<file path="src/rtl/alu_seq.sv">
// Sequential ALU: accepts an opcode, then operands A and B on one shared bus,
// and pulses done for one cycle with the registered result and carry/borrow flag.
module alu_seq #(
  parameter int unsigned DATA_WIDTH = 8
) (
  input  logic                  clk,
  input  logic                  reset_n,
  input  logic                  opcode_valid,
  input  logic [DATA_WIDTH-1:0] data,
  output logic [DATA_WIDTH-1:0] result,
  output logic                  overflow,
  output logic                  done
);

  localparam int unsigned OP_W  = 3;
  localparam int unsigned SUM_W = DATA_WIDTH + 1;

  localparam logic [OP_W-1:0] OP_ADD = 3'd0;
  localparam logic [OP_W-1:0] OP_SUB = 3'd1;
  localparam logic [OP_W-1:0] OP_AND = 3'd2;
  localparam logic [OP_W-1:0] OP_OR  = 3'd3;
  localparam logic [OP_W-1:0] OP_XOR = 3'd4;

  typedef enum logic [2:0] {
    IDLE = 3'd0,
    OPA  = 3'd1,
    OPB  = 3'd2,
    EXEC = 3'd3,
    DONE = 3'd4
  } state_e;

  state_e                state_q,    state_d;
  logic [OP_W-1:0]       op_q,       op_d;
  logic [DATA_WIDTH-1:0] a_q,        a_d;
  logic [DATA_WIDTH-1:0] b_q,        b_d;
  logic [DATA_WIDTH-1:0] result_q,   result_d;
  logic                  overflow_q, overflow_d;
  logic                  done_q,     done_d;

  logic [OP_W-1:0]       new_op;
  logic                  new_op_legal;
  logic [SUM_W-1:0]      sum;
  logic [SUM_W-1:0]      diff;
  logic [DATA_WIDTH-1:0] alu_res;
  logic                  alu_ov;

  assign new_op       = data[OP_W-1:0];
  assign new_op_legal = (new_op <= OP_XOR);

  // Datapath; the top bit of the widened subtraction is the unsigned borrow.
  always_comb begin
    sum     = SUM_W'(a_q) + SUM_W'(b_q);
    diff    = SUM_W'(a_q) - SUM_W'(b_q);
    alu_res = '0;
    alu_ov  = 1'b0;
    case (op_q)
      OP_ADD: begin
        alu_res = sum[DATA_WIDTH-1:0];
        alu_ov  = sum[DATA_WIDTH];
      end
      OP_SUB: begin
        alu_res = diff[DATA_WIDTH-1:0];
        alu_ov  = diff[DATA_WIDTH];
      end
      OP_AND:  alu_res = a_q & b_q;
      OP_OR:   alu_res = a_q | b_q;
      OP_XOR:  alu_res = a_q ^ b_q;
      default: alu_res = '0;
    endcase
  end

  // Next state; an opcode during OPA/OPB aborts the operation in flight.
  always_comb begin
    state_d    = state_q;
    op_d       = op_q;
    a_d        = a_q;
    b_d        = b_q;
    result_d   = '0;
    overflow_d = 1'b0;
    done_d     = 1'b0;
    case (state_q)
      IDLE, DONE: begin
        if (opcode_valid && new_op_legal) begin
          op_d    = new_op;
          state_d = OPA;
        end else begin
          state_d = IDLE;
        end
      end
      OPA: begin
        if (opcode_valid) begin
          if (new_op_legal) op_d = new_op;
          state_d = new_op_legal ? OPA : IDLE;
        end else begin
          a_d     = data;
          state_d = OPB;
        end
      end
      OPB: begin
        if (opcode_valid) begin
          if (new_op_legal) op_d = new_op;
          state_d = new_op_legal ? OPA : IDLE;
        end else begin
          b_d     = data;
          state_d = EXEC;
        end
      end
      EXEC: begin
        result_d   = alu_res;
        overflow_d = alu_ov;
        done_d     = 1'b1;
        state_d    = DONE;
      end
      default: state_d = IDLE;
    endcase
  end

  always_ff @(posedge clk or negedge reset_n) begin
    if (!reset_n) begin
      state_q    <= IDLE;
      op_q       <= '0;
      a_q        <= '0;
      b_q        <= '0;
      result_q   <= '0;
      overflow_q <= 1'b0;
      done_q     <= 1'b0;
    end else begin
      state_q    <= state_d;
      op_q       <= op_d;
      a_q        <= a_d;
      b_q        <= b_d;
      result_q   <= result_d;
      overflow_q <= overflow_d;
      done_q     <= done_d;
    end
  end

  assign result   = result_q;
  assign overflow = overflow_q;
  assign done     = done_q;

endmodule

</file>
<file path="config.mk">
export PLATFORM = sky130hd
export DESIGN_NAME = alu_seq
export DESIGN_NICKNAME = d
export VERILOG_FILES = /design/src/rtl/alu_seq.sv
export SDC_FILE = /design/constraint.sdc
export NUM_CORES = 1
export LEC_CHECK = 0
export BUFFER_PORTS_ARGS = -buffer_cell sky130_fd_sc_hd__buf_2
export CAP_MARGIN = 20
export CORE_MARGIN = 2
export CORE_UTILIZATION = 39
export CTS_CLUSTER_DIAMETER = 80
export DETAILED_ROUTE_END_ITERATION = 6
export PLACE_DENSITY = 0.6
export SLEW_MARGIN = 10
export SYNTH_ARGS = -nofsm -noshare
export SYNTH_HDL_FRONTEND = slang
export SYNTH_SLANG_ARGS = --single-unit
</file>
<file path="constraint.sdc">
create_clock -name clk -period 2.3 [get_ports clk]
set_input_delay 0.115 -clock clk [delete_from_list [all_inputs] [get_ports clk]]
set_output_delay 0.115 -clock clk [all_outputs]
set_load 0.03 [all_outputs]
</file>
==> summary.md, run 1 <==
| Metric | Value |
|---|---|
| DR WL/cell | 15.3 µm |
| Clock skew | 0.00613 ns |
| Slew Viols, Final | 0 |
| Unrepaired setup endpoints after global routing | false |
| Outcome | finished, final reports clean |
| Initial antenna violation count | 0 |
| Top_reg_cell synth | dfrtp_1 |
| CTS tree | built |
| CP max FO | 3 |
| Worst r2r path cells | 8 |
| CP Buf/Inv Count | 1 |
| Layout cells sized above 1 | 0.155 |
| Final setup vio count | 0 |
| CTS HTree Levels | 2 |
| Synthesized area | 2310 µm² |
| Post-route ant nets | 0 |
| Layout area overhead | 13.8% |
| Commonest cells in the netlist | nand2_1 (35), dfrtp_1 (31), ha_1 (25) |
| Synth top area share | 0.335 |
| Hold_buf cts | 1 |
| Relative slew slack | 0.531 |
| Most common cell in the netlist | nand2_1 |
| Yosys top cell by area | dfrtp_1 |
| Avg Cell Area, Syn | 8.83 µm² |
| Min-Delay Path Class | in -> reg |
| GRT Residual Overflow | 0 |
| Clock buffer depth | 2 |
| Net count after synthesis | 300 |
| R2R Path End | result[6] |
| Flop2flop setup slack | around 0.18 ns |
| Row cnt | 28 |
| Asr flop ratio synth | 1.00 |
| Fmax | 471 MHz |
| Crit-path cells | inv_1, ha_1, fa_1, o21bai_1, nand2_1, a211oi_1, o21ai_0, a31oi_1 |
| Starting Density | 0.398 |
| Max-cap violations | 0 |
| Synth Instances | around 260 |
| Crit-path slowest cell | fa_1 |
| Detailed Route Iter0 Violations | 124 |
| Leakage power | approximately 1.2 nW |
| Final critical-path required period | roughly 2.1 ns |
| Synth top area cells | dfrtp_1 (34%), ha_1 (14%), nand2_1 (5.7%), o21ai_0 (5.2%), inv_1 (3.2%) |
| Placed instance area | 2490 µm² |
| I/O pin cnt | 21 |
| Max incr delay on CP | 0.42 ns |
| Post-synth EDFFs | 0 |
| Hold path depth | 3 |
| Critical path depth in cells | 8 |
| Fin crit share | 0.924 |
| Final Hold Vio Count | 0 |
| Ant. Diodes | 0 |
| Worst Max-Slew Pin Slew | ~0.70 ns |
| Die Ht | just over 80 µm |
| Arr. time, crit path | 2.32 ns |
| Vias per Instance | 5.46 |
| Final instance area | 2640 µm² |
| Clock root buffer | clkbuf_8 |
| Crit. End Element | flop |
| Yosys reg bits | 31 |
| RD Place Congestion | 0.823 |
| Pin count of the biggest net entering global routing | 32 |
| Die area | between 6000 and 7000 µm² |
| Crit start category | flop |
| Number of distinct library cells after synthesis | 47 |
| CTS buffer count | 5 |
| Vias in the first global route | about 1,800 |
| Via total after detailed routing | 1,960 |
| Final Core Density | 0.453 |
| Core area | 5820 µm² |
| Die X-Extent | 81.0 µm |
| Post-Route WL | 5510 µm |
| # DRC | 0 |
| PwrDens | 1600 nW/µm² |
| CP Class | reg -> reg |
| GRT Total Usage | 0.180 |
| CP top delay family | compound AO/OA/AOI/OAI gates |
| Detail Placement HPWL | 4060 µm |
| Nets | roughly 320 |
| Ys Warns | 0 |
| DR pass1 iterations | 4 |
| Clock Latency Late Sink | 0.29 ns |
| Global-route wire length before repair | 8960 µm |
| CTS sink count | 31 |
| CTS resizes | 0 |
| Min-Delay Endpoint | b_q[7] |
| Req. time, crit path | about 2.5 ns |
| Seq/Total Area, Yosys | 0.335 |
| VDD IR max | ~460 µV |
| Critical R2R Launch | a_q[0] |
| Hold Path Origin | data[7] |
| TNS Setup | 0 ns |
| Clock-pin slew on the worst setup and hold paths | 0.07 ns |
| Count of buffers from port buffering | 20 |
| Setup bufs post-CTS | 0 |
layer usage:
metal	GRT usage	vias to the layer above	wire length (µm)
met5	0	-	0
met2	0.274	47	2540
li1	-	974	-
met3	0.0433	9	254
met1	0.251	930	2620
met4	0.0610	0	97
cell usage in the layout, fill, tap and decap left out, drive strengths merged, types with 2 or more instances in the layout:
cell type | Yosys | final
a31oi | 7 | 7
nand3 | 4 | 4
dfrtp | 31 | 31
fa | 2 | 2
o32ai | 3 | 3
nand4 | 2 | 2
nor2b | 5 | 5
o21ba | 2 | 2
a22oi | 3 | 3
nor2 | 14 | 14
o21ai | 27 | 27
a21oi | 9 | 9
o21bai | 3 | 3
a221oi | 2 | 2
a21o | 4 | 4
o21a | 2 | 2
and3 | 3 | 3
inv | 22 | 22
nor4b | 2 | 2
mux2 | 3 | 3
ha | 25 | 25
o211ai | 6 | 6
buf | 8 | 24
a211oi | 7 | 7
mux2i | 3 | 3
nor3 | 5 | 5
o22ai | 3 | 3
nand2 | 35 | 35
and3b | 2 | 2
bufinv | 0 | 2
xor2 | 2 | 2
o31a | 2 | 2
clkbuf | 3 | 5
worst max path at each step:
stage                 from   endpoint  slack, ns
floorplan           a_q[2]  result[5]       0.54
finish              a_q[0]  result[6]       0.18
CTS                 a_q[0]  result[6]       0.17
global placement    a_q[3]  result[5]       0.24
global route        a_q[0]  result[6]      0.007
detailed placement  a_q[2]  result[6]       0.20
stage by stage:
stage | hold WS (ns) | setup WS, ns | cells | total power (W)
CTS | 0.0401 | 0.165 | 359 | 0.00421
global route | 0.0448 | 0.00728 | 359 | 0.00457
global placement | 0.208 | 0.244 | 350 | 0.00351
floorplan | -0.181 | 0.540 | 262 | 0.00296
detailed placement | 0.216 | 0.204 | 350 | 0.00352
finish | 0.0387 | 0.175 | 359 | 0.00422
kinds of logic after synthesis:
family | share of synthesized area
compound gates | 0.246
simple gates | 0.166
buf+inv | 0.0573
flops | 0.335
fa+ha+maj | 0.157
mux | 0.0276
xor+xnor | 0.0114
cell type report:
type                            count  area [µm²]
Fill cell                         608        3180
Clock buffer                        5        68.8
Sequential cell                    31         776
Multi-Input combinational cell    198        1410
Inverter                           22        82.6
Tap cell                           75        93.8
Clock inverter                      3        67.6
Timing Repair Buffer               25         140
tightest hold or removal path: cells and delay by family:
family | cells | cell delay [ns]
buffers and inverters | 1 | 0.09
AND/OR/NAND/NOR | 1 | 0.04
AO/OA/AOI/OAI | 1 | 0.06
power by group:
group / leakage [nW] / switching (W) / internal [W] / total, W
logic: 0.755 / 0.00150 / 0.00104 / 0.00254
registers: 0.395 / 0.000263 / 0.000755 / 0.00102
clock network: 0.0644 / 0.000229 / 0.000432 / 0.000661
total: 1.21 / 0.00199 / 0.00223 / 0.00422
state kept, by name (all words and copies together) (netlist names):
signal    flops
result        8
state_q       2
b_q           8
overflow      1
done          1
a_q           8
op_q          3
Note: power is estimated with default switching activity, not from simulation.
==> run 2, diff against run 1 <==
--- a/config.mk
+++ b/config.mk
@@ -11,7 +11,8 @@
 export CORE_UTILIZATION = 39
 export CTS_CLUSTER_DIAMETER = 80
 export DETAILED_ROUTE_END_ITERATION = 6
-export PLACE_DENSITY = 0.6
+export PLACE_DENSITY = 0.61
+export SKIP_CTS_REPAIR_TIMING = 1
 export SLEW_MARGIN = 10
 export SYNTH_ARGS = -nofsm -noshare
 export SYNTH_HDL_FRONTEND = slang
==> summary.md, run 2 (same netlist as run 1, synthesis figures left out) <==
| Metric | Value |
|---|---|
| Via total after detailed routing | 2,003 |
| Final setup vio count | 0 |
| Min-Delay Path Class | in -> reg |
| CTS tree | built |
| Clock share of power | 0.138 |
| Logic pwr share | 0.618 |
| Nets | 322 |
| Pin count of the biggest net entering global routing | 32 |
| Vias per Instance | 5.56 |
| Core area | 5820 µm² |
| Layout area overhead | 13.4% |
| Max incr delay on CP | 0.47 ns |
| Commonest non-fill, non-tap cell in the layout | nand2_1 |
| Switching share of power | 0.483 |
| Total power draw | 0.00417 W |
| Count of buffers from port buffering | 20 |
| Final critical-path required period | 2.06 ns |
| Crit start category | flop |
| Max-cap violations | 0 |
| Initial antenna violation count | 0 |
| Final Hold Vio Count | 0 |
| Critical R2R Launch | a_q[2] |
| Crit. End Element | flop |
| Outcome | finished, final reports clean |
| CTS sink count | 31 |
| Global-route wire length before repair | a little under 10,000 µm |
| GRT Residual Overflow | 0 |
| Hold path depth | 3 |
| CP Class | reg -> reg |
| Fill cell count | 600 |
| Worst Max-Slew Pin Slew | 0.708 ns |
| Layout cells sized above 1 | 0.158 |
| Vias in the first global route | 2,006 |
| TNS Setup | 0 ns |
| CTS HTree Levels | 2 |
| Arr. time, crit path | 2.27 ns |
| Ant. Diodes | 0 |
| RD Place Congestion | roughly 0.9 |
| Clock skew | ~0.0060 ns |
| CTS buffer count | 5 |
| I/O pin cnt | 21 |
| Post-Route WL | approximately 5700 µm |
| Clock-pin slew on the worst setup and hold paths | ~0.070 ns |
| Req. time, crit path | 2.51 ns |
| Clock Latency Late Sink | between 0.2 and 0.3 ns |
| Die X-Extent | roughly 81 µm |
| GRT Total Usage | 0.197 |
| Worst r2r path cells | 7 |
| Detailed Route Iter0 Violations | 159 |
| # DRC | 0 |
| Unrepaired setup endpoints after global routing | false |
| Detail Placement HPWL | 4150 µm |
| CP max FO | 10 |
| Flop2flop setup slack | 0.24 ns |
| VDD IR max | slightly below 500 µV |
| Die area | 6570 µm² |
| Starting Density | 0.398 |
| R2R Path End | result[6] |
| PwrDens | 1590 nW/µm² |
| Min-Delay Endpoint | b_q[6] |
| Commonest non-fill, non-tap cells in the layout | nand2_1 (35), dfrtp_1 (31), ha_1 (25), o21ai_0 (24) |
| Sequential share of power | 0.244 |
| Clock root buffer | clkbuf_8 |
| Row cnt | 28 |
| Fmax | 486 MHz |
| Die Ht | about 80 µm |
| Crit-path slowest cell | ha_1 |
| Relative slew slack | 0.528 |
| Leakage power | 1.22 nW |
| Crit-path cells | inv_1, ha_1, o21bai_1, and3_1, a2111oi_2, o22ai_1, a31oi_1 |
| Slew Viols, Final | 0 |
| Fin crit share | 0.895 |
| DR WL/cell | 15.7 µm |
| Switching pwr | 0.00202 W |
| Clock buffer depth | 2 |
| Post-route ant nets | 0 |
| DR pass1 iterations | 4 |
| Int Pwr | 0.00215 W |
| Hold Path Origin | data[6] |
## run 2: changes by cell type in the layout (fill, tap and decap cells not counted)
cell	delta
clkinvlp_4	-1
buf_4	+1
clkbuf_8	+1
bufinv_16	-1
clkinv_2	+1
## run 2: routing by layer
layer | track usage | vias to the layer above | wire length [µm]
met5 | 0 | - | 0
met4 | 0.100 | 0 | 129
met2 | 0.308 | 47 | 2600
met1 | 0.258 | 971 | 2690
met3 | 0.0422 | 11 | 233
li1 | - | 974 | -
## run 2: worst max path at each step
stage,slack (ns),start,end
after global placement,0.26,a_q[0],result[1]
final,0.24,a_q[2],result[6]
after CTS,0.25,a_q[0],result[1]
after global routing,0.09,a_q[0],result[6]
after detailed placement,0.29,a_q[2],result[6]
after floorplan,0.54,a_q[2],result[5]
## run 2: final cells by class
class / instances / area, µm² / share of cell area
clock inverter: 2 / 35.0 / 0.0134
multi-input combinational: 198 / 1410 / 0.536
clock buffer: 6 / 82.6 / 0.0315
inverter: 22 / 82.6 / 0.0315
sequential: 31 / 776 / 0.296
tap: 75 / 93.8 / 0.0358
timing repair buffer: 26 / 148 / 0.0563
## run 2: power groups by stage
stage	clock [W]	combinational, W	sequential [W]
floorplan	0	0.00198	0.000978
global placement	0	0.00253	0.00101
detailed placement	0	0.00254	0.00102
CTS	0.000591	0.00256	0.00101
global route	0.000618	0.00287	0.00106
finish	0.000575	0.00258	0.00102
## run 2: worst max-delay path, delay by kind of cell, from the launching register on
kind	cells	cell delay (ns)
buf+inv	1	0.07
flops	1	0.38
simple gates	1	0.23
fa+ha+maj	1	0.47
compound gates	4	0.82
## run 2: stage by stage
step           cell area (µm²)   util  setup WS, ns  hold slack [ns]  cells
2_1_floorplan             2310      -         0.540           -0.181    262
3_3_place_gp              2500  0.429         0.263            0.219    351
3_5_place_dp              2500  0.429         0.289            0.229    351
4_1_cts                   2610  0.449         0.246          -0.0886    359
5_1_grt                   2620  0.451        0.0940           0.0506    360
6_report                  2620  0.451         0.241           0.0370    360
